**config.mk**
```make
export PLATFORM = sky130hd
export DESIGN_NAME = nrisc_ula
export DESIGN_NICKNAME = d
export VERILOG_FILES = /design/src/rtl/nrisc_pkg.sv /design/src/rtl/nrisc_ula_shift.sv /design/src/rtl/nrisc_ula.sv
export SDC_FILE = /design/constraint.sdc
export NUM_CORES = 1
export LEC_CHECK = 0
export BUFFER_PORTS_ARGS = -buffer_cell sky130_fd_sc_hd__buf_2
export CELL_PAD_IN_SITES_DETAIL_PLACEMENT = 1
export CELL_PAD_IN_SITES_GLOBAL_PLACEMENT = 2
export CORE_MARGIN = 2
export CORE_UTILIZATION = 37
export CTS_CLUSTER_DIAMETER = 200
export DETAILED_ROUTE_END_ITERATION = 7
export HOLD_SLACK_MARGIN = 0.06
export PLACE_DENSITY_LB_ADDON = 0.1
export SLEW_MARGIN = 0
export SYNTH_ARGS = -nofsm -noshare
export SYNTH_HDL_FRONTEND = slang
export SYNTH_HIERARCHICAL = 1
export SYNTH_SLANG_ARGS = --single-unit
```
**constraint.sdc**
```tcl
create_clock -name clk -period 1.7 [get_ports clk]
set_input_delay 0 -clock clk [delete_from_list [all_inputs] [get_ports clk]]
set_output_delay 0 -clock clk [all_outputs]
set_load 0.01 [all_outputs]
```
**src/rtl/nrisc_pkg.sv**
```systemverilog
// Shared definitions for the NRISC datapath: ALU opcodes, flag bit positions
// and the default datapath width.
package nrisc_pkg;

    localparam int TAM_DEF = 16;

    localparam logic [3:0] OP_ADD = 4'd0;
    localparam logic [3:0] OP_SUB = 4'd1;
    localparam logic [3:0] OP_AND = 4'd2;
    localparam logic [3:0] OP_OR  = 4'd3;
    localparam logic [3:0] OP_XOR = 4'd4;
    localparam logic [3:0] OP_SHR = 4'd5;
    localparam logic [3:0] OP_SHL = 4'd6;
    localparam logic [3:0] OP_NOT = 4'd7;
    localparam logic [3:0] OP_RTR = 4'd13;
    localparam logic [3:0] OP_RTL = 4'd14;

    localparam int FLAG_N = 2;
    localparam int FLAG_Z = 1;
    localparam int FLAG_C = 0;

endpackage

```
**src/rtl/nrisc_ula_shift.sv**
```systemverilog
// Combinational single-bit shift/rotate unit for the NRISC ALU; returns the
// shifted value and the bit that fell off the end.
module nrisc_ula_shift
    import nrisc_pkg::*;
#(
    parameter int W = TAM_DEF
) (
    input  logic [W-1:0] a,
    input  logic [3:0]   op,
    output logic [W-1:0] res,
    output logic         shout
);

    always_comb begin
        res   = a;
        shout = 1'b0;
        case (op)
            OP_SHR: begin
                res   = {a[W-1], a[W-1:1]};
                shout = a[0];
            end
            OP_SHL: begin
                res   = {a[W-2:0], 1'b0};
                shout = a[W-1];
            end
            OP_RTR: begin
                res   = {a[0], a[W-1:1]};
                shout = a[0];
            end
            OP_RTL: begin
                res   = {a[W-2:0], a[W-1]};
                shout = a[W-1];
            end
            default: begin
                res   = a;
                shout = 1'b0;
            end
        endcase
    end

endmodule

```
**src/rtl/nrisc_ula.sv**
```systemverilog
// NRISC ALU: ten operations on two operands, registered result and {N,Z,C}
// flags with one cycle of latency.
module nrisc_ula
    import nrisc_pkg::*;
#(
    parameter int TAM = TAM_DEF
) (
    input  logic           clk,
    input  logic           rst,
    input  logic [TAM-1:0] ULA_A,
    input  logic [TAM-1:0] ULA_B,
    input  logic           incdec,
    input  logic           cmp2,
    input  logic [3:0]     ULA_ctrl,
    output logic [TAM-1:0] ULA_OUT,
    output logic [2:0]     ULA_flags
);

    logic [TAM-1:0] out_d, out_q;
    logic [2:0]     flags_d, flags_q;
    logic [TAM-1:0] b_eff;
    logic [TAM:0]   sum_full, diff_full;
    logic [TAM-1:0] shift_res;
    logic           shift_out;
    logic [TAM-1:0] res;
    logic           n_flag, c_flag;

    nrisc_ula_shift #(.W(TAM)) u_shift (
        .a     (ULA_A),
        .op    (ULA_ctrl),
        .res   (shift_res),
        .shout (shift_out)
    );

    // The 17-bit difference's top bit is exactly the unsigned borrow.
    always_comb begin
        b_eff     = incdec ? {{(TAM-1){1'b0}}, 1'b1} : ULA_B;
        sum_full  = {1'b0, ULA_A} + {1'b0, b_eff};
        diff_full = {1'b0, ULA_A} - {1'b0, b_eff};
    end

    always_comb begin
        res    = ULA_A;
        n_flag = 1'b0;
        c_flag = 1'b0;
        case (ULA_ctrl)
            OP_ADD: begin
                res    = sum_full[TAM-1:0];
                c_flag = sum_full[TAM];
                n_flag = sum_full[TAM-1];
            end
            OP_SUB: begin
                res    = diff_full[TAM-1:0];
                c_flag = diff_full[TAM];
                n_flag = diff_full[TAM-1];
            end
            OP_AND: res = ULA_A & ULA_B;
            OP_OR:  res = ULA_A | ULA_B;
            OP_XOR: res = ULA_A ^ ULA_B;
            OP_NOT: res = ~ULA_A;
            OP_SHR: begin
                res    = shift_res;
                c_flag = shift_out;
                n_flag = shift_res[TAM-1];
            end
            OP_SHL: begin
                res    = shift_res;
                c_flag = shift_out;
            end
            OP_RTR, OP_RTL: res = shift_res;
            default: res = ULA_A;
        endcase

        flags_d         = 3'b000;
        flags_d[FLAG_N] = n_flag;
        flags_d[FLAG_Z] = (res == '0);
        flags_d[FLAG_C] = c_flag;

        // A compare updates only the flags; the visible result holds.
        out_d = (ULA_ctrl == OP_SUB && cmp2) ? out_q : res;
    end

    always_ff @(posedge clk or negedge rst) begin
        if (!rst) begin
            out_q   <= '0;
            flags_q <= 3'b000;
        end else begin
            out_q   <= out_d;
            flags_q <= flags_d;
        end
    end

    assign ULA_OUT   = out_q;
    assign ULA_flags = flags_q;

endmodule

```
==> results of run 1 <==
## cell usage after synthesis (4+ instances only)
master     number
buf_2           6
nor4_1          8
xnor2_1         5
buf_6           5
o21a_1          7
nand2_1        34
or3_1           5
a22oi_1         5
inv_1          62
nand2b_1       16
mux2i_1         7
o31ai_1         7
o21ai_0        21
o211ai_1        4
dfrtp_1        19
o2111ai_1       5
a211oi_1        5
a2111oi_0       5
nor3b_1         4
a21o_1         18
o22ai_1        12
a21oi_1        30
nor2_1         53
nor3_1         12
mux2_2          5
a221o_1         5
a22o_1         19
a221oi_1       14
clkbuf_1       15
o221ai_1        4
nand3_1         7
and2_1          4
ha_1           69
nor2b_1         9
## cells by family (layout without fill, tap and decap cells)
family | after synthesis | after routing | synth area share
buffers and inverters | 94 | 383 | 0.0943
XOR/XNOR | 8 | 8 | 0.0204
flip-flops | 19 | 19 | 0.109
AO/OA/AOI/OAI | 196 | 196 | 0.335
AND/OR/NAND/NOR | 173 | 173 | 0.204
adder cells (fa/ha/maj) | 71 | 71 | 0.208
multiplexers | 12 | 12 | 0.0290
## registers in the layout, summed over array words and instances, names as in the netlist
register and cells:
ULA_OUT 16, ULA_flags 3
## power by group
part | switching (uW) | internal, uW | total (uW)
registers | 52.6 | 519 | 572
clock network | 212 | 321 | 533
logic | 1720 | 1380 | 3100
## area by class of cell
| cell class | count | area [um^2] | share of cell area |
|---|---|---|---|
| multi-input combinational | 460 | 4630 | 0.571 |
| inverter | 62 | 233 | 0.0287 |
| tap | 143 | 179 | 0.0221 |
| clock buffer | 4 | 78.8 | 0.00972 |
| timing repair buffer | 317 | 2510 | 0.310 |
| sequential | 19 | 475 | 0.0586 |
## layer usage
layer	GRT usage	up-vias	routed length [um]	share of wire
li1	-	2706	-	-
met1	0.472	3416	11400	0.32
met2	0.743	737	15500	0.44
met3	0.0713	365	4050	0.12
met4	0.276	2	4180	0.12
met5	0	-	25	0.00071
## layout by cell type, fill, tap and decap left out, drive strengths merged, types with 4 or more instances in the layout
master,netlist,final
a2111oi,6,6
a211oi,5,5
a21o,18,18
a21oi,31,31
a221o,5,5
a221oi,14,14
a22o,19,19
a22oi,5,5
and2,4,4
buf,16,316
clkbuf,16,4
dfrtp,19,19
ha,69,69
inv,62,62
mux2,5,5
mux2i,7,7
nand2,34,34
nand2b,16,16
nand3,7,7
nor2,54,54
nor2b,9,9
nor3,13,13
nor3b,4,4
nor4,8,8
o2111ai,5,5
o211ai,4,4
o21a,7,7
o21ai,21,21
o221ai,4,4
o22ai,12,12
o31ai,7,7
or3,5,5
xnor2,5,5
## per-stage QoR
step           instance area, um^2  instances  hold WS, ns
5_1_grt                       8110       1005        0.262
4_1_cts                       7560        991        0.192
2_1_floorplan                 4580        573       -0.296
6_report                      8110       1005        0.228
3_3_place_gp                  6420        948      -0.0466
3_5_place_dp                  6420        948      -0.0245
## worst max-delay path by stage
stage | from | end | slack [ns]
finish | ULA_B[6] | ULA_flags[1] | -1.20
detailed placement | ULA_ctrl[1] | ULA_flags[1] | -1.51
floorplan | incdec | ULA_flags[1] | -0.78
CTS | incdec | ULA_flags[1] | -0.77
global placement | ULA_ctrl[1] | ULA_flags[1] | -1.33
global route | ULA_B[6] | ULA_flags[1] | -1.26
## repair_timing
action | 4_1_cts | 5_1_grt
setup buffers | 44 | 27
endpoints found under the hold margin | 19 | 0
pin swaps | 61 | 72
hold buffers | 1 | 0
gates cloned | 1 | 0
gates resized for setup | 148 | 88
setup endpoints to repair | 19 | 19
## critical path: stages
cell       delay, ns
buf_2           0.25
nand2b_4        0.11
ha_1            0.36
o21a_1          0.17
buf_4           0.15
o21ai_1         0.17
a22oi_2         0.12
buf_6           0.16
buf_4           0.13
nor4_1          0.57
a2111oi_4       0.18
a221oi_4        0.40
nor4_2          0.07
and4_1          0.20
==> run_results.csv, run 1 <==
group,metric,value,unit
power,power,4210,uW
global_routing,grt_pass1_vias,7049,
min_path,worstHoldPathCells,4,
min_path,hold_start,"cmp2",
clock_network,clk_path_buf_depth,2,
clock_network,cts_root_buffer,"clkbuf_16",
sta,min_period,2.90,ns
critical_path,rr_worst_depth,1,
power,ir_drop,513,uV
synthesis,synth_area_leaders,"ha_1 (20%), dfrtp_1 (11%), inv_1 (5.3%)",
global_routing,grt_max_degree,20,
synthesis,yosysSeqAreaShare,0.109,
sta,final_max_slew_viol_count,0,
synthesis,ys_ff_latch,19,
power,pwr_density_cell,518,nW/um^2
critical_path,r2r_end,"ULA_OUT[15]",
placement,post-place-ws,-1.51,ns
detailed_routing,postRouteAntennaNets,0,
sta,worstMarginPinSlew,0.765,ns
final_layout,n_fill_cell,1265,
synthesis,syn-cell-area,4350,um^2
final_layout,syn_to_final_growth,86.5,%
synthesis,synth_cells,573,
clock_network,htree_levels,1,
global_routing,antenna_found_initial,1,
clock_network,clock_sinks,19,
sta,setup_viol,19,
final_layout,num_antenna_cells,0,
die,num_rows,39,
critical_path,r2r_setup_slack,0.83,ns
synthesis,synth_top_area_frac,0.198,
global_routing,grt_pass1_wl,41600,um
synthesis,yosysTopAreaCell,"ha_1",
die,core,11500,um^2
final_layout,drive_gt1_frac,0.550,
sta,final_hold_viol_count,0,
placement,portBuffers,58,
sta,skew,0,ns
critical_path,critPathCaptureType,"flip-flop",
clock_network,cts_buffers,3,
die,die_area,12600,um^2
sta,setup_ws,-1.20,ns
sta,slew_headroom,0.490,
placement,dp_hpwl,17000,um
sta,setup-tns-final,-13.16,ns
final_layout,fin_nets,974,
synthesis,avgSynthCellArea,7.59,um^2
power,p_leak,0.00396,uW
detailed_routing,first_pass_iters,6,
die,start_util,0.379,
critical_path,crit_arrival,3.05,ns
critical_path,reg2reg_from,"ULA_OUT[15]",
critical_path,worstSetupPathType,"in2reg",
run_status,status,"complete, but fails checks",
die,die_w,112,um
global_routing,grtUsageTotal,0.424,
clock_network,clock_latency,0.26,ns
run,max_cap_viol_count,0,
die,die_h,112,um
synthesis,yosysWarnings,6,
detailed_routing,drtIter0Drc,912,
synthesis,syn_nets,684,
min_path,hp-class,"in2reg",
critical_path,cp_max_fo,3,
final_layout,final_core_util,0.707,
die,num_io_pins,59,
global_routing,gr-total-overflow,0,
min_path,min_to,"ULA_OUT[0]",
synthesis,synth_enable_flop_cells,0,
sta,fmax,345,MHz
run_status,violations,"negative setup slack",
detailed_routing,vias,7226,
detailed_routing,remaining_drc_errors,0,
synthesis,ys.flop_type,"dfrtp_1",
sta,post-route-period-util,1.71,
detailed_routing,avgViaCountPerCell,7.19,
detailed_routing,wire_per_inst,34.9,um
critical_path,critPathRequiredTime,1.85,ns
synthesis,yosysUniqueCellTypes,75,
detailed_routing,wirelength,35100,um
clock_network,clkTransAtPathRegs,0.07,ns
sta,rsz0062_at_grt,"yes",
synthesis,ys_async_sr_fraction,1.00,
critical_path,startpoint_type,"input port",
placement,place_congestion,1.07,
clock_network,cts_tree,"yes",
Note: power is estimated with default switching activity, not from simulation.
==> run 2: changes to the inputs <==
--- a/config.mk
+++ b/config.mk
@@ -5,12 +5,12 @@
 export SDC_FILE = /design/constraint.sdc
 export NUM_CORES = 1
 export LEC_CHECK = 0
+export ABC_AREA = 1
 export BUFFER_PORTS_ARGS = -buffer_cell sky130_fd_sc_hd__buf_2
 export CELL_PAD_IN_SITES_DETAIL_PLACEMENT = 1
 export CELL_PAD_IN_SITES_GLOBAL_PLACEMENT = 2
 export CORE_MARGIN = 2
-export CORE_UTILIZATION = 37
-export CTS_CLUSTER_DIAMETER = 200
+export CORE_UTILIZATION = 34
 export DETAILED_ROUTE_END_ITERATION = 7
 export HOLD_SLACK_MARGIN = 0.06
 export PLACE_DENSITY_LB_ADDON = 0.1
==> run_results.csv, run 2 <==
group,metric,value,unit
run_status,status,"complete, but fails checks",
run_status,violations,"negative setup slack",
critical_path,worstSetupPathType,"in2reg",
final_layout,syn_to_final_growth,74.9,%
global_routing,grt_max_degree,24,
die,start_util,0.350,
global_routing,antenna_found_initial,0,
sta,setup_viol,13,
power,pwr_density_cell,448,nW/um^2
synthesis,synth_area_leaders,"nand2_1 (20%), ha_1 (18%), nand3_1 (13%)",
die,die_h,121,um
placement,place_area,6480,um^2
sta,rsz0062_at_grt,"yes",
synthesis,ys.flop_type,"dfrtp_1",
clock_network,cts_root_buffer,"clkbuf_16",
critical_path,path_common_cell,"nand3_2",
detailed_routing,avgViaCountPerCell,5.37,
final_layout,drive_gt1_frac,0.510,
synthesis,synth_cells,819,
clock_network,clk_path_buf_depth,2,
die,num_io_pins,59,
placement,dp_hpwl,17900,um
clock_network,clkTransAtPathRegs,0.06,ns
synthesis,syn_nets,930,
power,power,3670,uW
synthesis,yosysMostFrequentCell,"nand2_1",
sta,skew,0,ns
die,die_w,121,um
synthesis,ys_ff_latch,19,
synthesis,synth_enable_flop_cells,0,
clock_network,clock_latency,0.26,ns
die,core,13300,um^2
die,die_area,14700,um^2
detailed_routing,postRouteAntennaNets,0,
final_layout,num_antenna_cells,0,
sta,final_hold_viol_count,0,
clock_network,cts_tree,"yes",
sta,setup-tns-final,-2.07,ns
placement,place_congestion,0.928,
synthesis,yosysTopAreaCell,"nand2_1",
critical_path,critPathRequiredTime,1.89,ns
min_path,hp-class,"in2reg",
sta,worstMarginPinSlew,0.614,ns
global_routing,gr-total-overflow,0,
synthesis,yosysSeqAreaShare,0.102,
synthesis,avgSynthCellArea,5.71,um^2
power,p_leak,0.00420,uW
sta,setup_ws,-0.376,ns
critical_path,worstPathCellList,"buf_12 -> buf_16 -> nor2_4 -> inv_4 -> ha_4 -> nand2_4 -> inv_4 -> nand4_1 -> nand2_2 -> nand2_1 -> nand3_2 -> nand3_2 -> nand2_2 -> inv_1 -> nor2_1 -> nand3_2 -> nor2_1 -> nand2_1 -> nor2_2",
clock_network,clock_sinks,19,
synthesis,ys_async_sr_fraction,1.00,
sta,post-route-period-util,1.22,
synthesis,yosysWarnings,6,
critical_path,path_buf_inv,5,
global_routing,grt_pass1_vias,6836,
power,ir_drop,339,uV
critical_path,critPathCaptureType,"flip-flop",
detailed_routing,remaining_drc_errors,0,
synthesis,synth_top_area_frac,0.199,
sta,min_period,2.08,ns
synthesis,yosysUniqueCellTypes,37,
clock_network,htree_levels,1,
critical_path,cp_top_family,"simple AND/OR/NAND/NOR gates",
clock_network,cts_buffers,3,
detailed_routing,first_pass_iters,7,
critical_path,crit_slowest_cell,"ha_4",
synthesis,yosys-top-cells-count,"nand2_1 (248), inv_1 (125), nand3_1 (121)",
sta,final_max_slew_viol_count,0,
final_layout,final_common_cell,"buf_4",
sta,fmax,482,MHz
final_layout,fin_area,8180,um^2
sta,slew_headroom,0.590,
critical_path,cp_slowest_stage_delay,0.30,ns
synthesis,syn-cell-area,4680,um^2
final_layout,final_cell_mix,"buf_4 (181), nand2_1 (176), inv_1 (98)",
global_routing,grtUsageTotal,0.309,
detailed_routing,drtIter0Drc,362,
detailed_routing,wire_per_inst,20.3,um
die,num_rows,42,
final_layout,largest_reg_flops,16,
run,max_cap_viol_count,0,
critical_path,cp_max_fo,6,
critical_path,crit_arrival,2.26,ns
critical_path,startpoint_type,"input port",
global_routing,grt_pass1_wl,35500,um
placement,portBuffers,58,
final_layout,fin_nets,1179,
detailed_routing,vias,6669,
detailed_routing,wirelength,25300,um
[run 2: cell type report]
cell class	instances	area, um^2
fillers	1758	5170
multi-input cells	643	4760
repair buffers	269	2120
inverters	132	518
flip-flops and latches	19	475
well taps	176	220
clock buffers	3	75.1
clock inverters	1	5.00
[run 2: cells by family after synthesis]
kind of cell / Yosys count / share of synthesized area
and+or+nand+nor: 495 / 0.472
buffers and inverters: 157 / 0.144
AOI/OAI and AO/OA: 77 / 0.0899
adders and majority gates: 71 / 0.193
DFF: 19 / 0.102
[run 2: worst reg2reg max path, stage by stage, from the launching register on]
cell     delay, ns
dfrtp_1       0.37
nor2_1        0.12
a41oi_1       0.06
[run 2: what timing repair did]
action,in CTS,in global routing
hold buffers,1,0
setup endpoints to repair,16,16
gates cloned,1,0
pin swaps,62,60
resized for setup,210,134
hold endpoints to repair,19,0
buffers inserted,20,20
[run 2: path summary, 6_finish.rpt]
kind	startpoint	end	slack, ns	depth (start not counted)
worst max-delay path	incdec	ULA_flags[1]	-0.38	19
worst min-delay path	cmp2	ULA_OUT[8]	0.19	4
worst max register to register	ULA_OUT[3]	ULA_OUT[3]	1.01	2
worst min register to register	ULA_OUT[2]	ULA_OUT[2]	0.47	2
max in group asynchronous	rst	ULA_OUT[2]	1.16	2
min in group asynchronous	rst	ULA_OUT[13]	0.22	2
[run 2: stage by stage]
stage                util  hold slack (ns)  worst slack, ns  cells
floorplan               -           -0.296          -0.0724    819
global placement    0.486          -0.0502           -0.820   1206
detailed placement  0.486          -0.0308           -0.886   1206
CTS                 0.561            0.173           -0.285   1226
global route        0.613            0.212           -0.492   1243
finish              0.613            0.195           -0.376   1243
[run 2: where the power goes]
group	internal [uW]	total [uW]	leakage, uW	switching, uW
sequential	512	541	0.000234	29.4
combinational	1140	2620	0.00393	1480
clock	316	504	0.0000409	188
total	1970	3670	0.00420	1700
[run 2: layer usage]
layer / track usage / share of wire / up-vias
met5: 0 / 0 / -
met4: 0.101 / 0.051 / 0
met3: 0.0273 / 0.036 / 73
met2: 0.551 / 0.51 / 223
met1: 0.390 / 0.41 / 3260
li1: - / - / 3113
==> run 3: changes to the inputs <==
--- a/config.mk
+++ b/config.mk
@@ -9,11 +9,11 @@
 export BUFFER_PORTS_ARGS = -buffer_cell sky130_fd_sc_hd__buf_2
 export CELL_PAD_IN_SITES_DETAIL_PLACEMENT = 1
 export CELL_PAD_IN_SITES_GLOBAL_PLACEMENT = 2
-export CORE_MARGIN = 2
+export CORE_MARGIN = 5
 export CORE_UTILIZATION = 34
 export DETAILED_ROUTE_END_ITERATION = 7
 export HOLD_SLACK_MARGIN = 0.06
-export PLACE_DENSITY_LB_ADDON = 0.1
+export PLACE_DENSITY = 0.89
 export SLEW_MARGIN = 0
 export SYNTH_ARGS = -nofsm -noshare
 export SYNTH_HDL_FRONTEND = slang
==> run_results.csv, run 3 (synthesized netlist as in run 2, its figures left out) <==
group,metric,value,unit
detailed_routing,remaining_drc_errors,0,
clock_network,clock_sinks,19,
clock_network,htree_levels,1,
die,die_w,127,um
sta,slew_headroom,0.573,
die,num_rows,42,
placement,place_congestion,0.965,
critical_path,worstSetupPathType,"in2reg",
sta,fmax,473,MHz
critical_path,critPathRequiredTime,1.84,ns
global_routing,grt_max_degree,24,
final_layout,largest_reg_flops,16,
sta,min_period,2.11,ns
detailed_routing,drtIter0Drc,501,
global_routing,gr-total-overflow,0,
final_layout,fin_nets,1161,
sta,rsz0062_at_grt,"yes",
power,ir_drop,300,uV
sta,setup_viol,12,
sta,timing.hold.ws,0.220,ns
critical_path,critPathCaptureType,"flip-flop",
sta,setup_ws,-0.413,ns
critical_path,crit_arrival,2.25,ns
sta,final_hold_viol_count,0,
clock_network,cts_root_buffer,"clkbuf_16",
run_status,status,"complete, but fails checks",
detailed_routing,avgViaCountPerCell,5.40,
global_routing,grtUsageTotal,0.270,
detailed_routing,wirelength,24200,um
sta,skew,0,ns
placement,portBuffers,58,
final_layout,finalNonFillerCells,1225,
detailed_routing,wire_per_inst,19.7,um
global_routing,antenna_found_initial,0,
final_layout,num_antenna_cells,0,
placement,dpl.cell_count,1203,
clock_network,cts_tree,"yes",
clock_network,cts_buffers,3,
die,core,13300,um^2
clock_network,clock_latency,0.25,ns
die,die_area,16200,um^2
run,max_cap_viol_count,0,
final_layout,drive_gt1_frac,0.437,
sta,final_max_slew_viol_count,0,
clock_network,clkTransAtPathRegs,0.05,ns
final_layout,syn_to_final_growth,58.8,%
global_routing,grt_pass1_wl,35700,um
sta,post-route-period-util,1.24,
global_routing,grt_pass1_vias,7115,
min_path,hp-class,"in2reg",
die,start_util,0.350,
run_status,violations,"negative setup slack",
detailed_routing,postRouteAntennaNets,0,
power,p_leak,0.00393,uW
final_layout,final_common_cell,"nand2_1",
critical_path,cp_max_fo,6,
final_layout,final_cell_mix,"nand2_1 (204), buf_4 (184), inv_1 (105)",
detailed_routing,vias,6613,
placement,dp_hpwl,18000,um
detailed_routing,first_pass_iters,5,
power,pwr_density_cell,441,nW/um^2
clock_network,clk_path_buf_depth,2,
placement,post-place-ws,-0.686,ns
sta,worstMarginPinSlew,0.640,ns
critical_path,startpoint_type,"input port",
die,num_io_pins,59,
die,die_h,127,um
-- run 3: area by class of cell --
type	instances	area (um^2)
fill	1814	5920
multi-input combinational	643	4320
timing repair buffer	251	1830
inverter	132	503
sequential	19	475
tap	176	220
clock buffer	4	78.8
-- run 3: worst paths after layout --
check,to,slack (ns),depth (start not counted),from
max reg2reg,ULA_OUT[3],1.01,2,ULA_OUT[3]
min in group asynchronous,ULA_OUT[12],0.23,2,rst
min reg2reg,ULA_OUT[2],0.48,2,ULA_OUT[2]
max,ULA_OUT[2],-0.41,15,incdec
max in group asynchronous,ULA_OUT[6],1.17,2,rst
min,ULA_OUT[15],0.22,5,cmp2
-- run 3: critical path, stage by stage --
cell	delay [ns]
buf_12	0.12
or2_4	0.26
ha_4	0.17
fa_2	0.35
buf_4	0.16
nor2_4	0.09
nor3_1	0.06
nor2_1	0.26
nand3_2	0.14
buf_4	0.16
buf_4	0.12
buf_4	0.13
buf_4	0.12
nand2_1	0.06
nand2_1	0.05
-- run 3: report_power, final --
| part | leakage, uW | switching, uW | total, uW | internal, uW |
|---|---|---|---|---|
| clock | 0.0000382 | 159 | 477 | 319 |
| combinational | 0.00366 | 1290 | 2250 | 961 |
| sequential | 0.000234 | 32.4 | 545 | 513 |
| total | 0.00393 | 1480 | 3270 | 1790 |
-- run 3: layer usage --
layer  GRT usage  wire, um  vias up
li1            -         -     3066
met1       0.311      9340     3197
met2       0.511     12400      257
met3      0.0275      1090       93
met4      0.0997      1300        0
met5           0         0        -
-- run 3: metrics by stage --
step	cell area [um^2]	total power, uW	util	setup TNS (ns)
floorplan	4770	1440	-	-0.118
global placement	6420	2250	0.481	-7.25
detailed placement	6420	2330	0.481	-8.30
CTS	6950	3000	0.520	-1.43
global route	7430	3500	0.556	-3.12
finish	7430	3270	0.556	-1.91
-- run 3: timing repair --
action | 4_1_cts | 5_1_grt
resized for setup | 103 | 115
endpoints found under the setup margin | 15 | 16
pin swaps | 34 | 58
hold endpoints to repair | 19 | 0
setup buffers | 10 | 10
hold buffers | 1 | 0
